## config.mk

```make
export PLATFORM = sky130hd
export DESIGN_NAME = cache_controller
export DESIGN_NICKNAME = d
export VERILOG_FILES = /design/src/rtl/cache_pkg.sv /design/src/rtl/cache_victim_select.sv /design/src/rtl/cache_controller.sv
export SDC_FILE = /design/constraint.sdc
export NUM_CORES = 1
export LEC_CHECK = 0
export CORE_AREA = 5 5 164 166
export DETAILED_ROUTE_END_ITERATION = 10
export DIE_AREA = 0 0 169 171
export PLACE_DENSITY = 0.77
export SYNTH_ARGS = -nofsm -noshare
export SYNTH_HDL_FRONTEND = slang
export SYNTH_HIERARCHICAL = 1
export SYNTH_SLANG_ARGS = --single-unit
```

## constraint.sdc

```tcl
create_clock -name clk -period 4.76 [get_ports clk]
set_clock_uncertainty 0.1 [all_clocks]
set_input_delay 0.952 -clock clk [delete_from_list [all_inputs] [get_ports clk]]
set_output_delay 0.952 -clock clk [all_outputs]
set_load 0.005 [all_outputs]
```

## src/rtl/cache_pkg.sv

```systemverilog
// Shared widths, FSM state codes and address field helpers for the
// 4-way set-associative cache controller.
package cache_pkg;

    localparam int CACHE_DATA_WIDTH  = 32;
    localparam int CACHE_ADDR_WIDTH  = 16;
    localparam int CACHE_INDEX_WIDTH = 6;
    localparam int CACHE_TAG_WIDTH   = 8;
    localparam int CACHE_NUM_WAYS    = 4;
    localparam int CACHE_COUNT_WIDTH = 16;

    typedef logic [1:0] state_t;

    localparam state_t ST_IDLE      = 2'd0;
    localparam state_t ST_COMPARE   = 2'd1;
    localparam state_t ST_WRITEBACK = 2'd2;
    localparam state_t ST_ALLOCATE  = 2'd3;

    function automatic logic [CACHE_TAG_WIDTH-1:0] tag_of(
        input logic [CACHE_ADDR_WIDTH-1:0] addr
    );
        return addr[CACHE_ADDR_WIDTH-1 -: CACHE_TAG_WIDTH];
    endfunction

    function automatic logic [CACHE_INDEX_WIDTH-1:0] index_of(
        input logic [CACHE_ADDR_WIDTH-1:0] addr
    );
        return addr[2 +: CACHE_INDEX_WIDTH];
    endfunction

    // Word-aligned line address built from a tag and a set index.
    function automatic logic [CACHE_ADDR_WIDTH-1:0] line_addr(
        input logic [CACHE_TAG_WIDTH-1:0]   tag,
        input logic [CACHE_INDEX_WIDTH-1:0] index
    );
        return {tag, index, 2'b00};
    endfunction

endpackage

```

## src/rtl/cache_victim_select.sv

```systemverilog
// Combinational NRU helper: picks the replacement way and computes the
// reference vector after a hit.
module cache_victim_select
    import cache_pkg::*;
#(
    parameter int NUM_WAYS = CACHE_NUM_WAYS
) (
    input  logic [NUM_WAYS-1:0] r_valid,
    input  logic [NUM_WAYS-1:0] r_ref,
    input  logic [NUM_WAYS-1:0] hit,
    output logic [NUM_WAYS-1:0] victim,
    output logic [NUM_WAYS-1:0] next_ref
);

    localparam logic [NUM_WAYS-1:0] WAY0 = {{(NUM_WAYS-1){1'b0}}, 1'b1};

    logic [NUM_WAYS-1:0] invalid_s;
    logic [NUM_WAYS-1:0] unref_s;
    logic [NUM_WAYS-1:0] merged_ref_s;

    // Two's-complement trick isolates the lowest set bit.
    function automatic logic [NUM_WAYS-1:0] lowest_one(input logic [NUM_WAYS-1:0] v);
        return v & (~v + WAY0);
    endfunction

    // Victim priority: lowest invalid, then lowest unreferenced, then way 0.
    always_comb begin
        invalid_s    = ~r_valid;
        unref_s      = ~r_ref;
        merged_ref_s = r_ref | hit;
        victim       = (|invalid_s) ? lowest_one(invalid_s)
                     : (|unref_s)   ? lowest_one(unref_s)
                     :                WAY0;
        next_ref     = (&merged_ref_s) ? hit : merged_ref_s;
    end

endmodule

```

## src/rtl/cache_controller.sv

```systemverilog
// Write-back, write-allocate controller for a 4-way set-associative cache:
// tag compare, NRU replacement, dirty writeback and line refill.
module cache_controller
    import cache_pkg::*;
#(
    parameter int DATA_WIDTH  = CACHE_DATA_WIDTH,
    parameter int ADDR_WIDTH  = CACHE_ADDR_WIDTH,
    parameter int INDEX_WIDTH = CACHE_INDEX_WIDTH,
    parameter int TAG_WIDTH   = CACHE_TAG_WIDTH,
    parameter int NUM_WAYS    = CACHE_NUM_WAYS,
    parameter int COUNT_WIDTH = CACHE_COUNT_WIDTH
) (
    input  logic                            clk,
    input  logic                            rst,
    input  logic                            cpu_req,
    input  logic                            cpu_we,
    input  logic [ADDR_WIDTH-1:0]           cpu_addr,
    input  logic [DATA_WIDTH-1:0]           cpu_wdata,
    output logic                            cpu_ready,
    output logic                            cpu_resp_valid,
    output logic [DATA_WIDTH-1:0]           cpu_rdata,
    output logic [INDEX_WIDTH-1:0]          index,
    input  logic [NUM_WAYS*TAG_WIDTH-1:0]   r_tags,
    input  logic [NUM_WAYS*DATA_WIDTH-1:0]  r_data,
    input  logic [NUM_WAYS-1:0]             r_valid,
    input  logic [NUM_WAYS-1:0]             r_dirty,
    input  logic [NUM_WAYS-1:0]             r_ref,
    output logic                            wr_en,
    output logic [NUM_WAYS-1:0]             way_sel,
    output logic [TAG_WIDTH-1:0]            w_tag,
    output logic [DATA_WIDTH-1:0]           w_data,
    output logic                            w_valid,
    output logic                            w_dirty,
    output logic                            update_ref,
    output logic [NUM_WAYS-1:0]             w_ref,
    output logic                            mem_req,
    output logic                            mem_we,
    output logic [ADDR_WIDTH-1:0]           mem_addr,
    output logic [DATA_WIDTH-1:0]           mem_wdata,
    input  logic                            mem_ack,
    input  logic [DATA_WIDTH-1:0]           mem_rdata,
    output logic [COUNT_WIDTH-1:0]          hit_count,
    output logic [COUNT_WIDTH-1:0]          miss_count
);

    localparam logic [NUM_WAYS-1:0]    WAY0      = {{(NUM_WAYS-1){1'b0}}, 1'b1};
    localparam logic [COUNT_WIDTH-1:0] COUNT_ONE = {{(COUNT_WIDTH-1){1'b0}}, 1'b1};
    localparam logic [COUNT_WIDTH-1:0] COUNT_MAX = {COUNT_WIDTH{1'b1}};

    state_t                  state_r;
    logic [ADDR_WIDTH-1:0]   req_addr_r;
    logic                    req_we_r;
    logic [DATA_WIDTH-1:0]   req_wdata_r;
    logic                    refill_r;
    logic [NUM_WAYS-1:0]     victim_way_r;
    logic [TAG_WIDTH-1:0]    victim_tag_r;
    logic [DATA_WIDTH-1:0]   victim_data_r;
    logic [COUNT_WIDTH-1:0]  hit_count_r;
    logic [COUNT_WIDTH-1:0]  miss_count_r;

    logic [TAG_WIDTH-1:0]    req_tag_s;
    logic [INDEX_WIDTH-1:0]  req_index_s;
    logic [NUM_WAYS-1:0]     hit_raw_s;
    logic [NUM_WAYS-1:0]     hit_way_s;
    logic                    hit_s;
    logic [DATA_WIDTH-1:0]   hit_data_s;
    logic [NUM_WAYS-1:0]     victim_s;
    logic [NUM_WAYS-1:0]     next_ref_s;
    logic [TAG_WIDTH-1:0]    victim_tag_s;
    logic [DATA_WIDTH-1:0]   victim_data_s;
    logic                    victim_dirty_s;
    logic                    unused_offset_s;

    assign req_tag_s       = tag_of(req_addr_r);
    assign req_index_s     = index_of(req_addr_r);
    assign unused_offset_s = ^req_addr_r[1:0];
    assign index           = req_index_s;
    assign hit_count       = hit_count_r;
    assign miss_count      = miss_count_r;

    cache_victim_select #(
        .NUM_WAYS (NUM_WAYS)
    ) u_victim_select (
        .r_valid  (r_valid),
        .r_ref    (r_ref),
        .hit      (hit_way_s),
        .victim   (victim_s),
        .next_ref (next_ref_s)
    );

    // Tag compare plus AND-OR muxing of the hit line and the victim line.
    always_comb begin
        hit_raw_s      = {NUM_WAYS{1'b0}};
        hit_data_s     = {DATA_WIDTH{1'b0}};
        victim_tag_s   = {TAG_WIDTH{1'b0}};
        victim_data_s  = {DATA_WIDTH{1'b0}};
        for (int w = 0; w < NUM_WAYS; w++) begin
            hit_raw_s[w] = r_valid[w] && (r_tags[w*TAG_WIDTH +: TAG_WIDTH] == req_tag_s);
        end
        hit_way_s = hit_raw_s & (~hit_raw_s + WAY0);
        hit_s     = |hit_raw_s;
        for (int w = 0; w < NUM_WAYS; w++) begin
            hit_data_s    = hit_data_s    | ({DATA_WIDTH{hit_way_s[w]}} & r_data[w*DATA_WIDTH +: DATA_WIDTH]);
            victim_tag_s  = victim_tag_s  | ({TAG_WIDTH{victim_s[w]}}   & r_tags[w*TAG_WIDTH +: TAG_WIDTH]);
            victim_data_s = victim_data_s | ({DATA_WIDTH{victim_s[w]}}  & r_data[w*DATA_WIDTH +: DATA_WIDTH]);
        end
        victim_dirty_s = |(victim_s & r_valid & r_dirty);
    end

    // Per-state drive of the CPU, array and memory interfaces.
    always_comb begin
        cpu_ready      = 1'b0;
        cpu_resp_valid = 1'b0;
        cpu_rdata      = {DATA_WIDTH{1'b0}};
        wr_en          = 1'b0;
        way_sel        = {NUM_WAYS{1'b0}};
        w_tag          = {TAG_WIDTH{1'b0}};
        w_data         = {DATA_WIDTH{1'b0}};
        w_valid        = 1'b0;
        w_dirty        = 1'b0;
        update_ref     = 1'b0;
        w_ref          = {NUM_WAYS{1'b0}};
        mem_req        = 1'b0;
        mem_we         = 1'b0;
        mem_addr       = {ADDR_WIDTH{1'b0}};
        mem_wdata      = {DATA_WIDTH{1'b0}};
        case (state_r)
            ST_IDLE: begin
                cpu_ready = 1'b1;
            end
            ST_COMPARE: begin
                if (hit_s) begin
                    cpu_resp_valid = 1'b1;
                    update_ref     = 1'b1;
                    w_ref          = next_ref_s;
                    if (req_we_r) begin
                        wr_en   = 1'b1;
                        way_sel = hit_way_s;
                        w_tag   = req_tag_s;
                        w_data  = req_wdata_r;
                        w_valid = 1'b1;
                        w_dirty = 1'b1;
                    end else begin
                        cpu_rdata = hit_data_s;
                    end
                end else begin
                    cpu_resp_valid = 1'b0;
                end
            end
            ST_WRITEBACK: begin
                mem_req   = 1'b1;
                mem_we    = 1'b1;
                mem_addr  = line_addr(victim_tag_r, req_index_s);
                mem_wdata = victim_data_r;
            end
            ST_ALLOCATE: begin
                mem_req  = 1'b1;
                mem_addr = line_addr(req_tag_s, req_index_s);
                if (mem_ack) begin
                    wr_en   = 1'b1;
                    way_sel = victim_way_r;
                    w_tag   = req_tag_s;
                    w_data  = mem_rdata;
                    w_valid = 1'b1;
                end else begin
                    wr_en = 1'b0;
                end
            end
            default: begin
                cpu_ready = 1'b0;
            end
        endcase
    end

    // FSM sequencing, request latch and victim capture on a miss.
    always_ff @(posedge clk or posedge rst) begin
        if (rst) begin
            state_r       <= ST_IDLE;
            req_addr_r    <= {ADDR_WIDTH{1'b0}};
            req_we_r      <= 1'b0;
            req_wdata_r   <= {DATA_WIDTH{1'b0}};
            refill_r      <= 1'b0;
            victim_way_r  <= {NUM_WAYS{1'b0}};
            victim_tag_r  <= {TAG_WIDTH{1'b0}};
            victim_data_r <= {DATA_WIDTH{1'b0}};
        end else begin
            case (state_r)
                ST_IDLE: begin
                    if (cpu_req) begin
                        req_addr_r  <= cpu_addr;
                        req_we_r    <= cpu_we;
                        req_wdata_r <= cpu_wdata;
                        refill_r    <= 1'b0;
                        state_r     <= ST_COMPARE;
                    end
                end
                ST_COMPARE: begin
                    if (hit_s) begin
                        state_r <= ST_IDLE;
                    end else begin
                        victim_way_r  <= victim_s;
                        victim_tag_r  <= victim_tag_s;
                        victim_data_r <= victim_data_s;
                        state_r       <= victim_dirty_s ? ST_WRITEBACK : ST_ALLOCATE;
                    end
                end
                ST_WRITEBACK: begin
                    if (mem_ack) begin
                        state_r <= ST_ALLOCATE;
                    end
                end
                ST_ALLOCATE: begin
                    if (mem_ack) begin
                        refill_r <= 1'b1;
                        state_r  <= ST_COMPARE;
                    end
                end
                default: begin
                    state_r <= ST_IDLE;
                end
            endcase
        end
    end

    // Saturating statistics; the re-compare after a refill is not counted.
    always_ff @(posedge clk or posedge rst) begin
        if (rst) begin
            hit_count_r  <= {COUNT_WIDTH{1'b0}};
            miss_count_r <= {COUNT_WIDTH{1'b0}};
        end else if ((state_r == ST_COMPARE) && !refill_r) begin
            if (hit_s) begin
                if (hit_count_r != COUNT_MAX) begin
                    hit_count_r <= hit_count_r + COUNT_ONE;
                end
            end else begin
                if (miss_count_r != COUNT_MAX) begin
                    miss_count_r <= miss_count_r + COUNT_ONE;
                end
            end
        end
    end

endmodule

```

# == Word-level counts from Yosys, hierarchy flattened ==
# Cells that the tools add are included.
# classes
mux,41
addsub,5
bitwise_logic,33
eq_ne,12
reduce_logical,20
# ops
op,count
$and A32 B32 Y32,8
$mux W32,7
$or A32 B32 Y32,6
$pmux W32 S2,1
$add A16 B1 Y16 const B,2
$and A8 B8 Y8,4
$eq A8 B8 Y1,4
$mux W4,8
$ne A16 B16 Y1 const B,2
$pmux W16 S2,1
$mux W8,3
$or A8 B8 Y8,3
$and A4 B4 Y4,5
$not A4 Y4,5
$pmux W8 S2,1
$reduce_or A4 Y1,4
$add A4 B1 Y4 const B,3
$mux W1,12
$reduce_and A3 Y1,4
$mux W2,4
$pmux W2 S4,1
$pmux W4 S2,1
$ne A2 B2 Y1 const B,3
$logic_and A1 B1 Y1,5
other kinds (11),14
# word_totals
register_bits,128
out_inout_bits,174
inputBits,257

# == Depth between registers and ports, before layout ==
# Gate-level depths: netlist of the first run.
# depth
word_depth,12
ltp_mapped,11

# == Modules after synthesis ==
# The synthesis of the first run kept the hierarchy.
# by_module_without_submodules
mod,n_inst,area_per_inst_um2,seq_area_each_um2,cells_each
cache_controller,1,8351.8,3153.0,923
cache_victim_select,1,132.6,0.0,19

# == Least setup slack after synthesis of the first run ==
# OpenSTA, ideal clock, no wires.
# synth_timing
path_type,input to output
startpoint,input port r_tags[14]
endpoint,output port w_ref[0]
arrival_time_ps,2653
path_slack_ps,1055
path_stages,9
required_time_ps,3708
path_buffers,1
cell_sequence,xor2_1 nor4_2 nand4_1 clkbuf_1 nor2_1 o22a_2 o221ai_2 a21o_1 and3_1
# synth_between
elab_chain_cells,10
# synth_rtl
element,line_no,source
start: declaration,cache_controller.sv:23,"input logic [NUM_WAYS*TAG_WIDTH-1:0] r_tags,"
$eq A8 B8 Y1 (*),cache_controller.sv:98,hit_raw_s[w] = r_valid[w] && (r_tags[w*TAG_WIDTH +: TAG_WIDTH] == req_tag_s);
$logic_and A1 B1 Y1 (*),cache_controller.sv:98,
$not A4 Y4,cache_controller.sv:100,hit_way_s = hit_raw_s & (~hit_raw_s + WAY0);
$add A4 B1 Y4,cache_controller.sv:100,
$and A4 B4 Y4 (*),cache_controller.sv:100,
net hit_way_s[1],cache_controller.sv:64,logic [NUM_WAYS-1:0] hit_way_s;
$or A4 B4 Y4 (*),cache_victim_select.sv:30,merged_ref_s = r_ref | hit;
$reduce_and A4 Y1 (*),cache_victim_select.sv:34,next_ref = (&merged_ref_s) ? hit : merged_ref_s;
$mux W4 (*),cache_victim_select.sv:34,
net next_ref_s[0],cache_controller.sv:68,logic [NUM_WAYS-1:0] next_ref_s;
$mux W4 (*),cache_controller.sv:132,if (hit_s) begin
$mux W4 (*),cache_controller.sv:127,case (state_r)
end: declaration,cache_controller.sv:35,"output logic [NUM_WAYS-1:0] w_ref,"
# Mark *: on every way through the listed nets, which the timed path passes. The rest lies on a longest branch.

# == Final worst setup path of the first run ==
# layout_timing
startpoint,input port r_tags[10]
endpoint,output port w_data[16]
# layout_between
elab_chain_cells,5
# layout_rtl
element,line_no,source
$eq A8 B8 Y1,cache_controller.sv:98,
$logic_and A1 B1 Y1,cache_controller.sv:98,
$reduce_or A4 Y1,cache_controller.sv:101,hit_s = |hit_raw_s;
$mux W32,cache_controller.sv:132,
$pmux W32 S2,cache_controller.sv:127,
end: declaration,cache_controller.sv:31,"output logic [DATA_WIDTH-1:0] w_data,"
# No other way between the ends.

==> results.tsv, run 1 <==
metric	value	unit
drive_gt1_share	14.9	%
max_slew.worst_pin.slew	1130	ps
crit_arrival	3660	ps
firstDrtPassIters	6	
finalHoldViolCount	0	
core	0.0255	sq mm
post-place-ws	-46.0	ps
synth_cell_types	50	
place.gp.congestion	0.885	
critical_path.endpoint	w_data[16]	
p_clk_share	24.4	%
syn_inst	942	
dp_hpwl	26900	microns
worstPathMaxFanout	9	
start_util	33.3	%
p_per_area	395	mW/mm^2
grt_pass1_wl	55800	microns
area_growth	65.4	%
cap_violations	0	
min_path_type	reg2reg	
crit_slowest_cell	clkdlybuf4s50_1	
cts.clk_slew.worst_paths	70	ps
critical_path_depth	10	
postLayoutCellArea	0.0140	sq mm
die_h	171	microns
max_freq	0.212	GHz
port_buffers	426	
setup_slack	45.9	ps
wl_per_cell	22.3	microns
switching_share	35.4	%
pwr-share-comb	41.6	%
outcome	complete, no violations	
multiInputGateArea	0.00493	sq mm
cts_max_level	4	
rr_endpoint	state_r[0]	
max-vdd-ir-drop	0.246	mV
avgSynthCellArea	9.01	sq um
seqPwrFrac	34.0	%
cp-start-kind	input pin	
clockRootBuffer	clkbuf_16	
cp_cell_sequence	clkdlybuf4s50_1 > xor2_1 > nor4_2 > nand4_1 > buf_4 > a41oi_4 > buf_12 > buf_12 > a22o_1 > clkdlybuf4s50_1	
drc_errors	0	
fin_setup_tns	0	ps
cts_tree	yes	
yosysWarnings	6	
cts_sinks	126	
first_global_vias	9575	
reg2reg_from	req_addr_r[13]	
cts_buffer_depth	2	
min_period	4710	ps
drt_iter0_drc	735	
synth_edf_count	0	
n_fill_cell	2270	
synth_seq_cells	126	
nNetsFinal	1607	
critPathTopFamily	buffers and inverters	
antenna_cells	0	
slew_headroom	24.9	%
ys.flop_type	dfrtp_1	
syn_area	0.00848	sq mm
num_rows	59	
async_flop_share	100	%
crit_start	r_tags[10]	
critPathCaptureType	output pin	
numCtsBuffers	17	
drv_slew	0	
total_power	5.54	mW
grt_start_max_net_pins	80	
via_count	9561	
r2r_slack	1650	ps
required	3710	ps
drtAntennaViolNets	0	
die-area	0.0289	sq mm
crit_buf_inv	5	
hold_depth	1	
wl	37600	microns
switchingPower	1.96	mW
insertion_delay	420	ps
setup_viol	0	
track_usage	24.6	%
max_stage_delay	540	ps
pin_count	431	
antenna_found_initial	3	
grt.overflow.total	0	
die_x	169	microns
seq_area	0.00315	sq mm
cts.hold.buffers_added	0	
via_per_inst	5.65	
r2r_cells	8	
finalCritPeriodShare	99.0	%
p_int	3.58	mW
placed_area	0.0132	sq mm
critPathKind	in2out	
p_leak	5.44	nW
yosysSeqAreaShare	37.2	%
utilization	55.1	%
layer usage:
layer  part of all wire (%)  track usage, %  vias to the layer above
li1                       -               -                     4245
met1                     39            30.7                     4694
met2                     49            41.5                      556
met3                    9.6            7.21                       60
met4                    2.2            7.56                        6
met5                  0.090               0                        -
stage by stage:
stage                     instances  hold WS, ps
after global placement         1644          377
after floorplan                 943          377
after CTS                      1676          393
final                          1691          393
after detailed placement       1644          381
after global routing           1691          418
cells in the mapped netlist, types with 2 or more instances:
library cell | count | area share, %
a21o_1 | 4 | 0.35
a21oi_1 | 77 | 4.5
a22o_1 | 41 | 4.2
a22oi_1 | 80 | 7.1
a31o_2 | 32 | 3.3
a31oi_1 | 43 | 3.2
a32o_1 | 2 | 0.24
a41oi_1 | 2 | 0.21
and2_1 | 51 | 3.8
and3_1 | 16 | 1.2
buf_1 | 4 | 0.18
buf_2 | 11 | 0.65
buf_4 | 23 | 2.0
buf_6 | 4 | 0.53
clkbuf_1 | 57 | 2.5
dfrtp_1 | 126 | 37
ha_1 | 6 | 0.88
inv_1 | 9 | 0.40
mux2_2 | 48 | 6.4
mux2_4 | 4 | 0.71
nand2_1 | 81 | 3.6
nand2b_1 | 2 | 0.15
nand3_1 | 53 | 3.1
nand4_1 | 16 | 1.2
nand4b_1 | 3 | 0.31
nor2_1 | 47 | 2.1
nor3_1 | 10 | 0.59
nor4_1 | 2 | 0.15
nor4_2 | 2 | 0.29
nor4_4 | 2 | 0.50
o21ai_0 | 3 | 0.18
or3_1 | 2 | 0.15
or3b_2 | 2 | 0.21
xnor2_1 | 36 | 3.7
xor2_1 | 26 | 2.7
kinds of logic after synthesis:
kind of cell,after synthesis,synth area share (%)
AND/OR/NAND/NOR,294,17.7
AO/OA/AOI/OAI,291,24.2
flip-flops,126,37.2
buffers and inverters,109,6.36
XOR/XNOR,62,6.40
multiplexers,53,7.21
adder cells (fa/ha/maj),6,0.885
other,1,0.0442
timing repair:
action                                  CTS  global route
pin swaps                                 3             7
endpoints found under the setup margin    7            50
cloned                                    0             2
setup buffers                             1            13
gates resized for setup                   3            19
power by group through the flow:
stage	Sequential [mW]	Clock, mW	Combinational (mW)
final	1.88	1.35	2.31
after global routing	1.94	1.43	2.51
after floorplan	1.71	0	1.40
after detailed placement	1.87	0	2.27
after global placement	1.85	0	2.22
after CTS	1.86	1.38	2.28
state kept, by name, summed over array words and instances (netlist names):
signal / count
victim_tag_r: 8
refill_r: 1
req_addr_r: 14
state_r: 2
victim_data_r: 32
miss_count: 16
req_wdata_r: 32
hit_count: 16
victim_way_r: 4
req_we_r: 1
worst min path at each step:
stage / startpoint / end / slack [ps]
global placement: hit_count[4] / hit_count[4] / 380
detailed placement: hit_count[4] / hit_count[4] / 380
global route: miss_count[10] / miss_count[10] / 420
CTS: hit_count[4] / hit_count[4] / 390
floorplan: hit_count[4] / hit_count[4] / 380
finish: hit_count[4] / hit_count[4] / 390
layout by cell type, fill, tap and decap left out, types with 4 or more instances in the layout:
| master | n |
|---|---|
| inv_1 | 8 |
| mux2_2 | 48 |
| nor3_1 | 10 |
| inv_6 | 9 |
| and2_1 | 50 |
| and3_1 | 15 |
| nor2_1 | 46 |
| a21o_1 | 4 |
| clkbuf_16 | 19 |
| buf_12 | 13 |
| a31oi_1 | 43 |
| a31o_2 | 32 |
| buf_4 | 39 |
| nand3_1 | 53 |
| a22o_1 | 41 |
| ha_1 | 5 |
| a22oi_1 | 80 |
| xor2_1 | 23 |
| dfrtp_1 | 126 |
| nand4_1 | 16 |
| xnor2_1 | 33 |
| a21oi_1 | 73 |
| clkdlybuf4s50_1 | 419 |
| mux2_4 | 4 |
| nand2_1 | 80 |
| dlymetal6s2s_1 | 7 |
cell type report:
| type | instances | area share (%) |
|---|---|---|
| multi-input cells | 708 | 35.2 |
| inverters | 10 | 0.321 |
| flip-flops and latches | 126 | 22.5 |
| well taps | 335 | 2.99 |
| clock buffers | 18 | 3.13 |
| clock inverters | 13 | 1.07 |
| repair buffers | 481 | 34.9 |
No activity file was read; power rests on OpenSTA's default activity.
==> inputs of run 2 (changes only) <==
- MAX_ROUTING_LAYER: unset -> met4
==> run 2 against run 1 <==
  * Sequential share of layout area hardly changed
  * Non-clock buffer count did not move
  * Fmax rose by 0.44%
  * Power about the same
  * Count of clock-buffer cells in the layout is the same
  * Setup slack improved by 21 ps
  * First-iteration DRC count rose by 37%
  * Sequential power about the same
  * Die area unchanged
  * Critical endpoint unchanged
  * Largest power group unchanged
==> results.tsv, run 2 (synthesized netlist as in run 1, its figures left out) <==
metric	value	unit	change
area_growth	65.4	%	about the same
top_usage_layer	met2		
r2r_cells	9		+1
drc_errors	0		unchanged
seq_area	0.00315	sq mm	unchanged
cp-start-kind	input pin		
switchingPower	1.96	mW	about the same
cts.clk_slew.worst_paths	70	ps	about the same
dp.cells	1644		unchanged
cap_violations	0		unchanged
required	3710	ps	about the same
p_leak	5.44	nW	about the same
drv_slew	0		unchanged
cts_max_level	4		unchanged
grt_use_met2	41.6	%	+0.087 points
total_power	5.54	mW	about the same
num_rows	59		unchanged
first_global_vias	9608		+0.34%
drt_iter0_drc	1004		+37%
utilization	55.1	%	about the same
grt.overflow.total	0		unchanged
core	0.0255	sq mm	unchanged
wl	37800	microns	+0.33%
drive_gt1_share	14.8	%	-0.074 points
worstPathMaxFanout	9		unchanged
layout_commonest_cell	clkdlybuf4s50_1		
start_util	33.3	%	unchanged
crit_buf_inv	5		unchanged
crit_slowest_cell	clkdlybuf4s50_1		
slew_headroom	24.4	%	-0.53 points
reg_top3	req_wdata_r: 32 flops, victim_data_r: 32 flops		
port_buffers	426		unchanged
crit_arrival	3640	ps	-20 ps
n_fill_cell	2276		+0.26%
via_count	9598		+0.39%
finalHoldViolCount	0		unchanged
p_clk_share	24.4	%	about the same
clockRootBuffer	clkbuf_16		
grt_start_max_net_pins	80		unchanged
critPathCaptureType	output pin		
wl_per_cell	22.3	microns	+0.21%
max-vdd-ir-drop	0.238	mV	-3.4%
drtAntennaViolNets	0		unchanged
grt_pass1_wl	55700	microns	-0.24%
cts_buffer_depth	2		unchanged
met1_usage	31.5	%	+0.77 points
outcome	complete, no violations		
grtUsageMet3	5.64	%	-1.6 points
cts_sinks	126		unchanged
dp_hpwl	26900	microns	unchanged
die_x	169	microns	unchanged
die-area	0.0289	sq mm	unchanged
place.gp.congestion	0.901		+1.9%
numCtsBuffers	17		unchanged
switching_share	35.4	%	about the same
cts_tree	yes		
critPathKind	in2out		
setup_viol	0		unchanged
max_slew.worst_pin.slew	1130	ps	+8.00 ps
min_path_type	reg2reg		
p_int	3.58	mW	about the same
final_cell_mix	419 x clkdlybuf4s50_1, 126 x dfrtp_1, 80 x nand2_1, 80 x a22oi_1, 73 x a21oi_1		
min_period	4690	ps	-20.6 ps
track_usage	25.4	%	+0.74 points
critPathTopFamily	buffers and inverters		
pin_count	431		unchanged
reg2reg_from	req_addr_r[13]		
worstHoldStart	hit_count[4]		
cts.hold.buffers_added	0		unchanged
hold_depth	1		unchanged
crit_start	r_tags[10]		
insertion_delay	420	ps	about the same
fin_setup_tns	0	ps	unchanged
max_freq	0.213	GHz	+0.44%
antenna_found_initial	3		unchanged
max_stage_delay	530	ps	about the same
critical_path_depth	10		unchanged
p_per_area	395	mW/mm^2	about the same
die_h	171	microns	unchanged
pwr-share-comb	41.7	%	about the same
whs	393	ps	-0.188 ps
cp_cell_sequence	clkdlybuf4s50_1 > xor2_1 > nor4_2 > nand4_1 > buf_4 > a41oi_4 > buf_12 > buf_12 > a22o_1 > clkdlybuf4s50_1		
finalCritPeriodShare	98.6	%	-0.43 points
multiInputGateArea	0.00493	sq mm	-0.15%
via_per_inst	5.67		+0.27%
seqPwrFrac	33.9	%	about the same
fin_cells	1693		+0.12%
firstDrtPassIters	7		+1
nNetsFinal	1607		unchanged
-- run 2: cell types whose count changed in the layout (fill, tap and decap cells not counted), sizes merged --
| cell | delta |
|---|---|
| diode | +2 |
-- run 2: stage by stage --
stage | worst slack [ps] | instance area [sq um]
after floorplan | 352 | 8490
after global placement | -15.3 | 13200
after detailed placement | -46.0 | 13200
after CTS | 4.10 | 13800
after global routing | -24.3 | 14000
final | 66.5 | 14000
-- run 2: cell type report --
cell class                 instances  share of cell area [%]
multi-input combinational        708                    35.1
timing repair buffer             481                    34.9
sequential                       126                    22.5
clock buffer                      18                    3.13
tap                              335                    2.99
clock inverter                    13                    1.07
inverter                          10                   0.303
antenna                            2                  0.0357
-- run 2: power by group through the flow --
stage / combinational (mW) / clock [mW] / sequential [mW]
after floorplan: 1.40 / 0 / 1.71
after global placement: 2.22 / 0 / 1.85
after detailed placement: 2.27 / 0 / 1.87
after CTS: 2.28 / 1.38 / 1.86
after global routing: 2.51 / 1.43 / 1.94
final: 2.31 / 1.35 / 1.88
-- run 2: final timing paths --
check / endpoint / slack [ps]
min reg2reg: hit_count[4] / 390
max reg2reg: state_r[0] / 1670
max: w_data[16] / 70
max in group asynchronous: victim_data_r[21] / 2740
min in group asynchronous: req_addr_r[12] / 960
min: hit_count[4] / 390
-- run 2: worst register-to-register path, delay by kind of cell, from the launching register on --
| family | cells | cell delay, ps |
|---|---|---|
| simple gates | 4 | 1050 |
| buf+inv | 3 | 800 |
| flops | 1 | 510 |
| compound gates | 1 | 350 |
| xor+xnor | 1 | 200 |
-- run 2: per-layer routing --
| metal | vias up | wire, microns | share of wire, % |
|---|---|---|---|
| met1 | 4708 | 14900 | 39 |
| li1 | 4252 | - | - |
| met2 | 565 | 18400 | 49 |
| met4 | 0 | 995 | 2.6 |
| met5 | - | 0 | 0 |
| met3 | 73 | 3440 | 9.1 |
-- run 2: repair_timing --
item	4_1_cts	5_1_grt
gates resized for setup	3	18
gates cloned	0	3
setup buffers	1	12
pin swaps	3	7
endpoints found under the setup margin	7	50
